## src/rtl/video_timing.sv

```systemverilog
`timescale 1ns / 1ps
// Raster timing generator: pixel/line counters with registered syncs, data enable and strobes.
// Every output is computed from the next counter value, so all outputs line up with sx/sy.
module video_timing #(
  parameter int unsigned H_ACTIVE = 640,
  parameter int unsigned H_FP     = 16,
  parameter int unsigned H_SYNC   = 96,
  parameter int unsigned H_BP     = 48,
  parameter int unsigned V_ACTIVE = 480,
  parameter int unsigned V_FP     = 10,
  parameter int unsigned V_SYNC   = 2,
  parameter int unsigned V_BP     = 33,
  parameter bit          H_POL    = 1'b0,
  parameter bit          V_POL    = 1'b0,
  parameter int unsigned CORDW    = 10,
  parameter int unsigned FRAMEW   = 16
) (
  input  logic              clk_pix,
  input  logic              rst_n_pix,
  input  logic              en,
  output logic [CORDW-1:0]  sx,
  output logic [CORDW-1:0]  sy,
  output logic              hsync,
  output logic              vsync,
  output logic              de,
  output logic              line,
  output logic              frame,
  output logic              vblank,
  output logic [FRAMEW-1:0] frame_cnt
);

  localparam int unsigned H_TOTAL = H_ACTIVE + H_FP + H_SYNC + H_BP;
  localparam int unsigned V_TOTAL = V_ACTIVE + V_FP + V_SYNC + V_BP;
  localparam longint unsigned CoordSpan = 64'd1 << CORDW;

  if ((CoordSpan < 64'(H_TOTAL)) || (CoordSpan < 64'(V_TOTAL)) ||
      (H_BP == 0) || (V_BP == 0) || (H_SYNC == 0) || (V_SYNC == 0)) begin : g_param_check
    $error("video_timing: invalid timing parameters");
  end

  localparam logic [CORDW-1:0] One      = CORDW'(1);
  localparam logic [CORDW-1:0] HLast    = CORDW'(H_TOTAL - 1);
  localparam logic [CORDW-1:0] HActive  = CORDW'(H_ACTIVE);
  localparam logic [CORDW-1:0] HSyncBeg = CORDW'(H_ACTIVE + H_FP);
  localparam logic [CORDW-1:0] HSyncEnd = CORDW'(H_ACTIVE + H_FP + H_SYNC);
  localparam logic [CORDW-1:0] VLast    = CORDW'(V_TOTAL - 1);
  localparam logic [CORDW-1:0] VActive  = CORDW'(V_ACTIVE);
  localparam logic [CORDW-1:0] VSyncBeg = CORDW'(V_ACTIVE + V_FP);
  localparam logic [CORDW-1:0] VSyncEnd = CORDW'(V_ACTIVE + V_FP + V_SYNC);

  logic [CORDW-1:0] sx_d, sy_d;
  logic             hsync_d, vsync_d, de_d, line_d, frame_d, vblank_d;

  always_comb begin
    sx_d = sx + One;
    sy_d = sy;
    if (sx == HLast) begin
      sx_d = '0;
      sy_d = (sy == VLast) ? '0 : sy + One;
    end
  end

  // sy only moves on the sx wrap, so vsync naturally changes only where sx is 0.
  always_comb begin
    de_d     = (sx_d < HActive) && (sy_d < VActive);
    hsync_d  = ((sx_d >= HSyncBeg) && (sx_d < HSyncEnd)) ? H_POL : ~H_POL;
    vsync_d  = ((sy_d >= VSyncBeg) && (sy_d < VSyncEnd)) ? V_POL : ~V_POL;
    line_d   = (sx_d == '0);
    frame_d  = (sx_d == '0) && (sy_d == '0);
    vblank_d = (sx_d == '0) && (sy_d == VActive);
  end

  always_ff @(posedge clk_pix or negedge rst_n_pix) begin
    if (!rst_n_pix) begin
      sx        <= HLast;
      sy        <= VLast;
      de        <= 1'b0;
      hsync     <= ~H_POL;
      vsync     <= ~V_POL;
      line      <= 1'b0;
      frame     <= 1'b0;
      vblank    <= 1'b0;
      frame_cnt <= '0;
    end else if (en) begin
      sx     <= sx_d;
      sy     <= sy_d;
      de     <= de_d;
      hsync  <= hsync_d;
      vsync  <= vsync_d;
      line   <= line_d;
      frame  <= frame_d;
      vblank <= vblank_d;
      if (frame_d) begin
        frame_cnt <= frame_cnt + FRAMEW'(1);
      end
    end else begin
      line   <= 1'b0;
      frame  <= 1'b0;
      vblank <= 1'b0;
    end
  end

endmodule

```

## config.mk

```make
export PLATFORM = sky130hd
export DESIGN_NAME = video_timing
export DESIGN_NICKNAME = d
export VERILOG_FILES = /design/src/rtl/video_timing.sv
export SDC_FILE = /design/constraint.sdc
export NUM_CORES = 1
export LEC_CHECK = 0
export BUFFER_PORTS_ARGS = -buffer_cell sky130_fd_sc_hd__buf_2
export CORE_MARGIN = 1
export CORE_UTILIZATION = 30
export CTS_CLUSTER_SIZE = 14
export DETAILED_ROUTE_END_ITERATION = 6
export HOLD_SLACK_MARGIN = 0.06
export PLACE_DENSITY = 0.57
export SYNTH_ARGS = -nofsm -noshare
export SYNTH_HDL_FRONTEND = slang
export SYNTH_SLANG_ARGS = --single-unit
```

## constraint.sdc

```tcl
create_clock -name clk_pix -period 4.4 [get_ports clk_pix]
set_input_delay 0 -clock clk_pix [delete_from_list [all_inputs] [get_ports clk_pix]]
set_output_delay 0 -clock clk_pix [all_outputs]
set_load 0.01 [all_outputs]
```

* After elaboration in Yosys (flattened, before gate mapping) *
Index checks and enable logic that the tools add are counted.

storage, ports and cells
  register bits = 42
  input port bits = 3
  output and inout port bits = 42
  word-level logic and storage cells = 37

operators by class
  add/subtract/negate cells = 3
  order comparisons = 6
  equality and inequality tests = 3
  mux-type cells = 8
  reductions and logical operators = 8

operators with widths
  operator                 number
  $mux W10                 3
  $add A10 B1 Y10 const B  2
  $eq A10 B10 Y1 const B   2
  $logic_not A10 Y1        2
  $lt A10 B10 Y1 const B   2
  $lt A10 B9 Y1 const B    2
  $add A16 B1 Y16 const B  1
  $eq A10 B9 Y1 const B    1
  $ge A10 B10 Y1 const B   1
  $ge A10 B9 Y1 const B    1
  $logic_and A1 B1 Y1      5
  $mux W1                  5
  $reduce_and A2 Y1        1

* Depth between registers and ports, before layout *
Gate-level depths: netlist (run 1).

  word-level depth = 6
  gate-level depth with buffers = 11
  gate-level depth less buffers = 9

* Worst setup path before layout (run 1) *
No wires, ideal clock.

  path kind = register -> register
  start point = reg sx[0]
  end point = reg frame_cnt[2]
  setup time = 0.127 ns
  arrival time = 2.536 ns
  required time = 4.273 ns
  slack = 1.737 ns
  stages on the path, launching flop included = 11
  buffers on the path = 2
  clock period less this slack = 2.663 ns
  path through = dfstp_2 > ha_1 > and4_1 > buf_4 > nand3_4 > a2111oi_2 > a211oi_2 > nor4_4 > buf_6 > nand4_1 > xnor2_1

on the way
  cells in the longest elaborated chain, start to end = 5
  elaborated cells on any way between the ends = 8
  classes of those cells = 1 x add/sub; 1 x eq/ne; 2 x mux; 4 x reduce/logical

ends and longest elaborated chain
  item                                               line    source
  start: declaration                                 21      output logic [CORDW-1:0] sx,
  start signal: assignment                           75      sx <= HLast;
  $add A10 B1 Y10 or $eq A10 B10 Y1 (tied branches)  55, 57
  $mux W10                                           57      if (sx == HLast) begin
  $logic_not A10 Y1                                  69      frame_d = (sx_d == '0) && (sy_d == '0);
  $logic_and A1 B1 Y1 (*)                            69
  $reduce_and A2 Y1 (no source line) (*)             --
  end signal: assignment                             94      frame_cnt <= frame_cnt + FRAMEW'(1);
  end: declaration                                   29      output logic [FRAMEW-1:0] frame_cnt

Mark *: on every way between the ends. The rest lies on a longest branch, timed or not.
A chain may end at the register's enable or synchronous reset.

* Worst setup path after layout (run 1) *
  start point = reg sx[0]
  end point = reg frame_cnt[1]

Same word-level chain as after synthesis.

==> results of run 1 <==
sequential cells by signal (all words and copies together) (netlist names):
name / count
frame_cnt: 16
sx: 10
sy: 10
de: 1
frame: 1
hsync: 1
line: 1
vblank: 1
vsync: 1
what timing repair did:
| item | 4_1_cts | 5_1_grt |
|---|---|---|
| hold buffers | 1 | 0 |
| setup buffers | 0 | 0 |
| hold endpoints to repair | 30 | 0 |
| endpoints found under the setup margin | 0 | 0 |
cells by family (layout without fill, tap and decap cells):
family | Yosys count | count (layout)
multiplexers | 6 | 6
adder cells (fa/ha/maj) | 5 | 5
buffers and inverters | 31 | 63
AO/OA/AOI/OAI | 46 | 46
XOR/XNOR | 33 | 33
flip-flops | 42 | 42
AND/OR/NAND/NOR | 134 | 134
layout by cell type (no fill, tap or decap), types with 3 or more instances in the layout:
cell	instances
a21oi_1	11
mux2_2	4
nand3_1	21
o22ai_1	3
and3_1	10
inv_1	9
nor2_1	22
dfstp_2	12
nand4_1	18
xor2_1	4
ha_1	5
dfrtp_1	30
o21ai_0	9
clkbuf_8	5
and4b_1	3
nor3_1	9
and2_1	3
nand2_1	25
buf_2	44
a31oi_1	3
xnor2_1	29
o31ai_1	3
nand2b_1	3
worst max path at each step:
stage / end / from / cells after the start
after floorplan: frame_cnt[2]$_DFFE_PN0P_ / sx[0]$_DFFE_PN1P_ / 10
after global placement: frame_cnt[1]$_DFFE_PN0P_ / sx[0]$_DFFE_PN1P_ / 9
after detailed placement: frame_cnt[1]$_DFFE_PN0P_ / sx[0]$_DFFE_PN1P_ / 9
after CTS: frame_cnt[1]$_DFFE_PN0P_ / sx[0]$_DFFE_PN1P_ / 9
after global routing: frame_cnt[1]$_DFFE_PN0P_ / sx[0]$_DFFE_PN1P_ / 9
final: frame_cnt[1]$_DFFE_PN0P_ / sx[0]$_DFFE_PN1P_ / 9
per-stage QoR:
stage	util, %	hold slack, ns
floorplan	-	-0.296
global placement	34.0	0.213
detailed placement	34.0	0.222
CTS	35.3	0.188
global route	35.3	0.209
finish	35.3	0.189
worst max-delay path, delay by kind of cell, from the launching register on:
kind	cells	cell delay, ns
multiplexers	1	0.38
adder cells (fa/ha/maj)	1	0.29
buffers and inverters	1	0.20
AO/OA/AOI/OAI	2	0.67
AND/OR/NAND/NOR	4	1.13
flip-flops	1	0.60
per-layer routing:
| metal | part of all wire, % | vias up | routed length, um | track usage (%) |
|---|---|---|---|---|
| met3 | 2.6 | 8 | 166 | 2.16 |
| met1 | 49 | 1088 | 3140 | 19.1 |
| met5 | 0 | - | 0 | 0 |
| met4 | 1.3 | 0 | 86 | 4.19 |
| met2 | 47 | 49 | 3070 | 22.5 |
| li1 | - | 1134 | - | - |
layout make-up:
class	count	area (sq um)
inverters	9	33.8
flip-flops and latches	42	1070
repair buffers	46	238
clock buffers	6	72.6
well taps	108	135
fillers	886	5670
multi-input cells	224	1510
clock inverters	2	37.5
report_power, final:
part           internal [mW]  switching [mW]  leakage, nW  total (mW)
sequential             0.449          0.0978        0.541       0.547
clock                  0.170           0.140       0.0514       0.309
combinational          0.152           0.213        0.711       0.365
==> summary.txt, run 1 <==
Placement
  • Number of I/O port buffers: 44
  • Final estimated routing congestion in global placement: 0.830
  • Post-placement setup slack: 1.03 ns
  • Number of placed instances, taps included: 428
  • Hpwl dp: 4550 um
  • Post-place instance area: approximately 3000 sq um

Yosys
  • Library cell occupying the most area in the post-synthesis netlist: dfrtp_1
  • Complex-gate fraction of the synthesized area: about an eighth
  • Adder and majority gate portion of the synthesized area: under 10%
  • Count of cell types in the netlist: 58
  • Post-Synthesis Net Count: 305
  • Number of enable-type register cells in the synthesized netlist: 0
  • Proportion of synthesized flip-flops having asynchronous set or reset: 100%
  • Cell types occupying the most area after synthesis: dfrtp_1 27%, dfstp_2 12%, xnor2_1 9.3%, nand4_1 4.1%, nand3_1 3.8%
  • Simple-gate share of the synthesized area: roughly 28%
  • Sequential fraction of the synthesis area: 39.0%
  • Library cell with the highest instance count after synthesis: dfrtp_1
  • Post-synthesis register bit count: 42
  • Yosys warnings: 0
  • Cell count after synthesis: ~300
  • Area of the mapped netlist: around 2700 sq um
  • Fraction of synthesized cell area taken by the top area cell type: approximately 27%
  • Primary FF master, synth: dfrtp_1
  • Main combinational cell family by area after synthesis: simple AND/OR/NAND/NOR gates
  • Mux cell area share after synthesis: 2.43%
  • Synth cell count leaders: 30 x dfrtp_1, 29 x xnor2_1, 25 x nand2_1
  • Syn Area/Cell: 9.20 sq um
  • Share of the synthesized netlist area taken by xor and xnor gates: approximately a tenth

Setup path
  • Number of cell instances on the worst register-to-register path: 9
  • Reg2Reg Setup Slack: 1.02 ns
  • CP Cell Sequence: ha_1 > and4_1 > and3_1 > buf_4 > and4b_1 > o21bai_1 > a211oi_4 > nand4b_1 > mux2_1
  • Highest-delay cell along the critical path: dfstp_2
  • Worst setup SP type: register
  • Endpoint required time on the critical path: 4.58 ns
  • Startpoint of the worst-slack reg-to-reg timing path: sx[0]$_DFFE_PN1P_
  • Largest stage delay on the critical path: 0.60 ns
  • Crit Path Class: register to register
  • Arr. time, crit path: 3.56 ns
  • Endpoint kind of the worst setup timing path: register
  • Crit Reg-Reg Endpoint: frame_cnt[1]$_DFFE_PN0P_
  • Critical path fanouts, max: 15

STA
  • Min cycle time layout: 3.38 ns
  • Setup Skew: 0.00604 ns
  • Number of setup violations in the final report: 0
  • Max-Slew Margin vs Limit: ~36%
  • Slew of the pin with the lowest slew margin: 0.962 ns
  • Top achievable clock speed: 296 MHz
  • Endpoints failing hold: 0
  • RSZ-0062 raised after global routing: false
  • Final count of pins violating max slew: 0
  • TNS Setup: 0 ns
  • Setup slack of the critical path after layout: 1.02 ns
  • Final period util: just under 80%

Clock network
  • CTS max path bufs: 2
  • CTS root buffer: clkbuf_8
  • CTS clock-pin slew for the worst setup and hold paths: 0.08 ns
  • Number of cells upsized or downsized after cts: 0
  • CTS Sinks: 42
  • Clk Latency, worst-skew pair: a little under 0.3 ns
  • Maximum level of the CTS H-tree: 2
  • Num CTS Buffers: 5
  • Clock tree from TritonCTS: done

GRT
  • Antenna violations before repair: 0
  • Largest net degree at the start of global routing: 43
  • Via count of the first global-routing pass: 2175
  • Aggregate global-route resource usage: 13.9%
  • Global-route congestion overflow total: 0
  • First-pass GRT wire length: 10900 um

Die
  • Boundary pin count: 45
  • Initial cell density of the core: slightly above 30%
  • Y dimension of the die: slightly below 100 um
  • X dimension of the die: 97.4 um
  • Number of rows created at floorplan: 34
  • Die Footprint: approximately 9500 sq um
  • Floorplan Core Area: 8760 sq um

Layout
  • Synthesis-to-layout area growth: 13.3%
  • Nets@finish: 336
  • Share of cells above drive strength 1: between 20% and 30%
  • Inserted Diodes: 0
  • Final standard cell count with taps included and fillers excluded: 437
  • Final instance area: 3100 sq um

Route
  • Via total after detailed routing: 2279
  • Detailed-route vias per instance: about 5.2
  • Antenna-violating nets left: 0
  • Post-detailed-route DRC marker count: 0
  • First-pass iteration count of the detailed router: 4
  • Starting DRC count in detailed routing: 107
  • Total Wirelength: about 6500 um
  • Wire length per cell: 14.8 um

Worst hold path
  • Hold Path Depth: 3
  • Class of the tightest hold or removal check: input pin to register
  • Sink of the worst hold path: sx[9]$_DFFE_PN1P_
  • Hold path startpoint: en

Job
  • Max Cap Violations: 0

Power
  • Power density over the cells: approximately 390 nW/um^2
  • Total power: 1.22 mW
  • Leakage power: 1.30 nW
  • Max VDD drop: roughly 0.00013 V

Outcome
  • Outcome: finished clean
No activity file was read; power rests on OpenSTA's default activity.
==> run 2: changes to the inputs <==
==> constraint.sdc (replaced) <==
create_clock -name clk_pix -period 3.2 [get_ports clk_pix]
set_input_delay 0 -clock clk_pix [delete_from_list [all_inputs] [get_ports clk_pix]]
set_output_delay 0 -clock clk_pix [all_outputs]
set_load 0.01 [all_outputs]
==> run 2 against run 1 <==
Critical path depth unchanged. Worst hold slack lost 0.022 ns. Combinational power up 48%.
==> summary.txt, run 2 (synthesized netlist as in run 1, its figures left out) <==
Route
  • Wire length per cell: 14.8 um (+0.34%)
  • Antenna-violating nets left: 0 (unchanged)
  • Post-detailed-route DRC marker count: 0 (unchanged)
  • Starting DRC count in detailed routing: 177 (+65%)
  • Total Wirelength: 6610 um (+2.2%)
  • First-pass iteration count of the detailed router: 4 (unchanged)
  • Detailed-route vias per instance: 5.27 (+1.0%)
  • Via total after detailed routing: 2345 (+2.9%)

Power
  • Max VDD drop: 0.000203 V (+56%)
  • Seq pwr share: 42.7% (-2.1 points)
  • Leakage power: 1.35 nW (+3.6%)
  • Switching Fraction: 37.1% (+0.19 points)
  • Power density over the cells: 539 nW/um^2 (+37%)
  • Clk pwr share: 25.5% (+0.2 points)
  • Internal Pwr Total: 1.07 mW (+39%)
  • Total net switching power: 632 uW (+40%)
  • Comb power frac: 31.8% (+1.9 points)

GRT
  • Via count of the first global-routing pass: 2236 (+2.8%)
  • Global-route congestion overflow total: 0 (unchanged)
  • Antenna violations before repair: 0 (unchanged)
  • Largest net degree at the start of global routing: 43 (unchanged)
  • First-pass GRT wire length: 11200 um (+3.2%)
  • Aggregate global-route resource usage: 14.5% (+0.62 points)

STA
  • Top achievable clock speed: 339 MHz (+15%)
  • Endpoints failing hold: 0 (unchanged)
  • Slew of the pin with the lowest slew margin: 0.935 ns (-0.0272 ns)
  • Final period util: 92.1% (+15 points)
  • Worst hold slack across all endpoints: 0.167 ns (-0.0216 ns)
  • Setup slack of the critical path after layout: 0.252 ns (-0.765 ns)
  • TNS Setup: 0 ns (unchanged)
  • Max-Slew Margin vs Limit: 37.7% (+1.8 points)
  • Setup Skew: 0.00855 ns (+0.00251 ns)
  • Number of setup violations in the final report: 0 (unchanged)
  • RSZ-0062 raised after global routing: false
  • Min cycle time layout: 2.95 ns (-0.435 ns)
  • Final count of pins violating max slew: 0 (unchanged)

Clock network
  • Maximum level of the CTS H-tree: 2 (unchanged)
  • Clk Latency, worst-skew pair: 0.30 ns (about the same)
  • CTS clock-pin slew for the worst setup and hold paths: 0.09 ns (about the same)
  • Num CTS Buffers: 5 (unchanged)
  • CTS Sinks: 42 (unchanged)
  • CTS root buffer: clkbuf_8
  • CTS max path bufs: 2 (unchanged)
  • Clock tree from TritonCTS: done

Placement
  • Final estimated routing congestion in global placement: 0.806 (-2.9%)
  • Number of I/O port buffers: 44 (unchanged)
  • Post-place instance area: 3040 sq um (+2.0%)
  • Hpwl dp: 4720 um (+3.8%)
  • Post-placement setup slack: 0.193 ns (-0.839 ns)

Layout
  • Share of cells above drive strength 1: 25.8% (+2.4 points)
  • Inserted Diodes: 0 (unchanged)
  • Most common cell after layout, fill and taps aside: buf_2
  • Synthesis-to-layout area growth: 15.7%
  • Nets@finish: 344 (+2.4%)
  • Number of flip-flops under the largest register name: 16 (unchanged)
  • Final instance area: 3160 sq um (+2.1%)
  • Register containing the most flip-flops in the final layout: frame_cnt
  • Commonest cells after routing, fill and taps aside: 44 x buf_2, 30 x dfrtp_1, 29 x xnor2_1, 25 x nand2_1, 22 x nor2_1
  • Largest regs: frame_cnt x16, sx x10, sy x10

Die
  • X dimension of the die: 97.4 um (unchanged)
  • Boundary pin count: 45 (unchanged)
  • Initial cell density of the core: 31.2% (unchanged)
  • Floorplan Core Area: 8760 sq um (unchanged)
  • Number of rows created at floorplan: 34 (unchanged)
  • Die Footprint: 9490 sq um (unchanged)
  • Y dimension of the die: 97.4 um (unchanged)

Setup path
  • Endpoint kind of the worst setup timing path: register
  • Arr. time, crit path: 3.14 ns (-0.42 ns)
  • Crit Path Class: register to register
  • Critical path fanouts, max: 14 (-1)
  • Worst setup SP type: register
  • Endpoint required time on the critical path: 3.39 ns (-1.19 ns)

Worst hold path
  • Class of the tightest hold or removal check: input pin to register

Outcome
  • Outcome: finished clean

Job
  • Max Cap Violations: 0 (unchanged)
==> run 2: power by group through the flow <==
stage,Sequential (mW),Combinational [mW],Clock [mW]
2_1_floorplan,0.715,0.407,0
3_3_place_gp,0.733,0.538,0
3_5_place_dp,0.735,0.540,0
4_1_cts,0.726,0.545,0.452
5_1_grt,0.745,0.599,0.471
6_report,0.727,0.542,0.434
==> run 2: per-stage QoR <==
stage	power (mW)	util, %	instances
floorplan	1.12	-	297
global placement	1.27	34.7	436
detailed placement	1.28	34.7	436
CTS	1.72	36.1	445
global route	1.81	36.1	445
finish	1.70	36.1	445
==> run 2: path summary, 6_finish.rpt <==
kind                                      startpoint                         to  slack (ns)  cells after the start
min reg2reg                frame_cnt[15]$_DFFE_PN0P_  frame_cnt[15]$_DFFE_PN0P_        0.48                      1
max                                sx[0]$_DFFE_PN1P_   frame_cnt[9]$_DFFE_PN0P_        0.25                      9
max in group asynchronous                  rst_n_pix             line$_DFF_PN0_        2.25                      2
max reg2reg                        sx[0]$_DFFE_PN1P_   frame_cnt[9]$_DFFE_PN0P_        0.25                      9
min                                               en          sx[0]$_DFFE_PN1P_        0.17                      4
min in group asynchronous                  rst_n_pix  frame_cnt[15]$_DFFE_PN0P_        0.37                      2
==> run 2: critical path, cell delays in order, from the launching register on <==
cell and delay, ns:
dfstp_2 0.60, ha_1 0.27, and4_2 0.37, nand3_4 0.21
a2111oi_2 0.41, a211oi_2 0.14, nor4_4 0.30, buf_4 0.23
nand4_1 0.13, xnor2_1 0.15
==> run 2: layout make-up <==
class | count | area (sq um)
multi-input combinational | 224 | 1520
fill | 901 | 5600
timing repair buffer | 54 | 298
inverter | 9 | 33.8
clock buffer | 5 | 68.8
sequential | 42 | 1070
clock inverter | 3 | 43.8
tap | 108 | 135
==> run 2: repair_timing <==
action                                 CTS  global route
setup endpoints to repair                0             2
buffers inserted                         0             0
hold buffers                             1             0
gates resized for setup                  0             1
endpoints found under the hold margin   30             0
==> run 2: metal layers <==
metal  up-vias  part of all wire, %  track usage [%]  routed length [um]
li1       1139                    -                -                   -
met1      1126                   47             19.9                3130
met2        66                   46             22.0                3030
met3        14                  4.4             2.81                 291
met4         0                  2.5             6.67                 162
met5         -                    0                0                   0
